**src/rtl/bus_share_arb8.sv**
```systemverilog
// Round-robin arbiter for eight requesters sharing one 32-bit datapath.
// Drives the downstream 8:1 mux select and registers the selected word.
module bus_share_arb8 #(
  parameter int unsigned MAX_HOLD = 4
) (
  input  logic         clk,
  input  logic         nreset,
  input  logic [7:0]   req,
  input  logic [255:0] src_data,
  input  logic         stall,
  output logic [7:0]   gnt,
  output logic [2:0]   sel,
  output logic [31:0]  out_data,
  output logic         out_valid,
  output logic         busy
);

  typedef enum logic [0:0] {StIdle, StGrant} state_e;

  state_e      state_q, state_d;
  logic [2:0]  ptr_q, ptr_d;
  logic [2:0]  sel_q, sel_d;
  logic [3:0]  hcnt_q, hcnt_d;
  logic [7:0]  gnt_q, gnt_d;
  logic [31:0] data_q, data_d;
  logic        valid_q, valid_d;

  logic       cur_req, others, beat;
  logic [2:0] pick_idle, pick_next;

  // First set bit scanning start, start+1, ... (mod 8); descending loop so the
  // lowest offset is written last and wins.
  function automatic logic [2:0] rr_pick(input logic [7:0] r, input logic [2:0] start);
    logic [2:0] idx;
    logic [2:0] pick;
    pick = start;
    for (int i = 7; i >= 0; i--) begin
      idx = start + 3'(i);
      if (r[idx]) pick = idx;
    end
    return pick;
  endfunction

  always_comb begin
    cur_req   = req[sel_q];
    others    = |(req & ~(8'b1 << sel_q));
    beat      = (state_q == StGrant) && cur_req && !stall;
    pick_idle = rr_pick(req, ptr_q);
    pick_next = rr_pick(req, sel_q + 3'd1);
  end

  always_comb begin
    state_d = state_q;
    ptr_d   = ptr_q;
    sel_d   = sel_q;
    hcnt_d  = hcnt_q;
    gnt_d   = gnt_q;
    data_d  = data_q;
    valid_d = beat;
    if (beat) data_d = src_data[{sel_q, 5'd0} +: 32];

    case (state_q)
      StIdle: begin
        gnt_d = '0;
        if (|req) begin
          state_d = StGrant;
          gnt_d   = 8'b1 << pick_idle;
          sel_d   = pick_idle;
          ptr_d   = pick_idle + 3'd1;
          hcnt_d  = '0;
        end
      end
      StGrant: begin
        if ((!cur_req && others) ||
            (beat && hcnt_q == 4'(MAX_HOLD - 1) && others)) begin
          gnt_d  = 8'b1 << pick_next;
          sel_d  = pick_next;
          ptr_d  = pick_next + 3'd1;
          hcnt_d = '0;
        end else if (!cur_req) begin
          state_d = StIdle;
          gnt_d   = '0;
        end else if (beat && hcnt_q != 4'd15) begin
          hcnt_d = hcnt_q + 4'd1;
        end
      end
      default: begin
        state_d = StIdle;
        gnt_d   = '0;
      end
    endcase
  end

  always_ff @(posedge clk) begin
    if (!nreset) begin
      state_q <= StIdle;
      ptr_q   <= '0;
      sel_q   <= '0;
      hcnt_q  <= '0;
      gnt_q   <= '0;
      data_q  <= '0;
      valid_q <= 1'b0;
    end else begin
      state_q <= state_d;
      ptr_q   <= ptr_d;
      sel_q   <= sel_d;
      hcnt_q  <= hcnt_d;
      gnt_q   <= gnt_d;
      data_q  <= data_d;
      valid_q <= valid_d;
    end
  end

  assign gnt       = gnt_q;
  assign sel       = sel_q;
  assign out_data  = data_q;
  assign out_valid = valid_q;
  assign busy      = (state_q == StGrant);

endmodule

```
**config.mk**
```make
export PLATFORM = sky130hd
export DESIGN_NAME = bus_share_arb8
export DESIGN_NICKNAME = d
export VERILOG_FILES = /design/src/rtl/bus_share_arb8.sv
export SDC_FILE = /design/constraint.sdc
export NUM_CORES = 1
export LEC_CHECK = 0
export CAP_MARGIN = 20
export CORE_MARGIN = 3
export CORE_UTILIZATION = 43
export DETAILED_ROUTE_END_ITERATION = 7
export GPL_TIMING_DRIVEN = 0
export PLACE_DENSITY_LB_ADDON = 0.3
export SLEW_MARGIN = 15
export SYNTH_ARGS = -nofsm -noshare
export SYNTH_HDL_FRONTEND = slang
export SYNTH_SLANG_ARGS = --single-unit
```
**constraint.sdc**
```tcl
create_clock -name clk -period 6.1 [get_ports clk]
set_input_delay 1.22 -clock clk [delete_from_list [all_inputs] [get_ports clk]]
set_output_delay 1.22 -clock clk [all_outputs]
set_load 0.01 [all_outputs]
```
==> results.py <==
metrics = {
    "floorplan": {
        "die_w_um": 121,
        "fp-row-count": 41,
        "initial_core_util_pct": 44.4,
        "io-pin-count": 312,
        "coreArea_sq_mm": 0.0128,
        "dieArea_sq_mm": 0.0146,
        "die_h_um": 121,
    },
    "worst_setup_path": {
        "crit_path_end_kind": "flip-flop",
        "crit_type": "reg2reg",
        "cp.required_ns": 6.33,
        "cpMaxStageDelayCell": "mux4_2",
        "crit_fanout": 11,
        "cp_cell_sequence": "clkbuf_1 -> clkinv_1 -> clkbuf_1 -> ha_1 -> buf_6 -> mux4_2 -> mux2_4 -> a2111oi_4 -> nor3b_2 -> mux2i_1 -> nand2_1 -> mux2_4 -> ha_1 -> nand3b_1 -> o32a_1 -> o211ai_1",
        "crit_buf_inv": 4,
        "arrival_ns": 5.29,
        "crit-reg2reg-launch": "sel[1]",
        "cp-startpoint": "sel[1]",
        "crit_family": "multiplexers",
        "critPathMaxStageDelay_ns": 0.60,
        "cp-start-kind": "flip-flop",
    },
    "timing": {
        "fmax_mhz": 198,
        "fin_crit_ns": 5.06,
        "rsz0062_at_grt": "false",
        "setup-tns-final_ns": 0,
        "slew_headroom_pct": 50.4,
        "finalCritPeriodShare_pct": 83.0,
        "worst_slack_ns": 1.04,
        "setup_violations": 0,
        "slew_viol_final": 0,
        "worst_pin_slew_ns": 0.744,
        "hold_viol_final": 0,
        "holdWs_ns": 0.458,
        "skew_ns": 0.00476,
    },
    "global_route": {
        "grt_pass1_wl_um": 37300,
        "grt-ovfl-total": 0,
        "gr-usage-all-layers_pct": 34.0,
        "grt_pass1_vias": 6366,
        "grt_max_degree": 18,
        "antenna_found_initial": 13,
    },
    "power_and_ir_drop": {
        "peakVddDrop_mv": 0.166,
        "cellPowerDensity_mw_per_mm2": 363,
        "p_leak_nw": 3.20,
        "p_total_mw": 3.34,
    },
    "status": {
        "outcome": "finished, final reports clean",
    },
    "yosys": {
        "ys.flop_type": "dfxtp_1",
        "synth_area_leader_cell": "mux4_2",
        "syn-num-nets": 861,
        "netlist_instances": 584,
        "synthDistinctLibCells": 68,
        "ys_seq_elements": 52,
        "synth_area_sq_mm": 0.00567,
        "synth_area_leaders": "mux4_2, dfxtp_1, nand2_1, a311oi_1, nor2_1",
        "synth_top_area_share_pct": 33.7,
        "ys_seq_area_share_pct": 18.3,
        "synth-warning-count": 0,
        "avgSynthCellArea_sq_um": 9.72,
        "async_flop_share_pct": 0,
        "synth-edff-count": 0,
    },
    "placement": {
        "dp_cells": 1067,
        "io_buffers": 311,
        "place_area_sq_mm": 0.00900,
        "hpwl_um": 21300,
        "place_ws_ns": 1.13,
        "place_congestion": 1.08,
    },
    "clocking": {
        "numCtsBuffers": 5,
        "h-tree-depth": 2,
        "ctsHoldBuffers": 0,
        "cts_resized": 0,
        "clockBufferDepth": 2,
        "post_cts_buffers": 0,
        "cts_tree": "built",
        "clk_latency_ns": 0.30,
        "clock-sinks": 52,
        "cts-root-buf": "clkbuf_16",
        "clkSlewWorstSetupHoldPaths_ns": 0.07,
    },
    "layout": {
        "fin_nets": 1179,
        "post-route-util_pct": 72.1,
        "multiInputGateArea_sq_mm": 0.00429,
        "stdcell_area_sq_mm": 0.00921,
        "fillCellCount": 982,
        "fin_cells": 1089,
        "final_layout_size_suffix_gt1_share_pct": 14.5,
        "syn_to_final_growth_pct": 62.3,
        "seqCellArea_sq_mm": 0.00104,
    },
    "route": {
        "wire_per_inst_um": 23.8,
        "first_iter_violations": 564,
        "drc": 0,
        "via_per_inst": 6.09,
        "route.antenna.remaining_nets": 0,
        "vias": 6631,
        "firstDrtPassIters": 6,
        "wl_um": 25900,
    },
    "min_path": {
        "hp-class": "reg2reg",
        "hp-start": "gnt[3]",
    },
    "flow_run": {
        "drv_cap": 0,
    },
}
## per-layer routing
| layer | wire length, um | global-route usage [%] | up-vias |
|---|---|---|---|
| met5 | 0 | 0 | - |
| met4 | 1640 | 22.3 | 0 |
| met3 | 2100 | 7.09 | 89 |
| met2 | 13400 | 57.4 | 429 |
| met1 | 8830 | 38.8 | 3173 |
| li1 | - | - | 2940 |
## sequential cells by signal (all words and copies together), names as in the netlist
register,cells
out_data,32
hcnt_q,4
gnt,8
out_valid,1
busy,1
sel,3
ptr_q,3
## where the power goes
part	leakage [nW]	internal [mW]	switching, mW	total, mW
sequential	0.425	0.405	0.0434	0.448
clock	0.0805	0.195	0.140	0.336
combinational	2.69	1.21	1.34	2.56
total	3.20	1.81	1.53	3.34
## cell type report
cell class                      count  share of cell area (%)
Antenna cell                       14                   0.380
Buffer                             56                    2.83
Clock buffer                        5                    1.36
Clock inverter                      3                   0.503
Inverter                           22                   0.897
Multi-Input combinational cell    454                    46.6
Sequential cell                    52                    11.3
Tap cell                          172                    2.34
Timing Repair Buffer              311                    33.8
## worst paths after layout
| kind | end | slack (ns) | cells past startpoint |
|---|---|---|---|
| setup reg to reg | ptr_q[2] | 1.04 | 16 |
| hold / removal | gnt[3] | 0.46 | 2 |
| hold reg to reg | gnt[3] | 0.46 | 2 |
| setup / recovery | ptr_q[2] | 1.04 | 16 |
## cells in the mapped netlist, types with 10 or more instances
cell type	n
nand2_1	93
mux4_2	85
nor2_1	56
dfxtp_1	52
clkbuf_1	37
a311oi_1	33
inv_1	21
a21oi_1	18
mux2i_1	15
buf_2	13
nand3_1	11
ha_1	10
o21ai_0	10
## worst min-delay path: cells and delay by family, from the launching register on
kind,cells,cell delay (ns)
flip-flops,1,0.33
AND/OR/NAND/NOR,2,0.10
## cell families after synthesis
kind of cell               synth area share, %
and+or+nand+nor                           15.5
xor gates and xnor gates                  1.70
buffers and inverters                     6.04
AOI/OAI and AO/OA                         17.0
DFF                                       18.3
muxes                                     39.2
adders and majority gates                 2.21
## layout by cell type, fill, tap and decap left out, types with 14 or more instances in the layout
master,synthesis,final
clkdlybuf4s50_1,0,311
nand2_1,93,93
mux4_2,85,85
nor2_1,56,56
dfxtp_1,52,52
clkbuf_1,37,37
a311oi_1,33,33
inv_1,21,21
a21oi_1,18,18
mux2i_1,15,15
diode_2,0,14
Power figures use the tool's default switching activity.
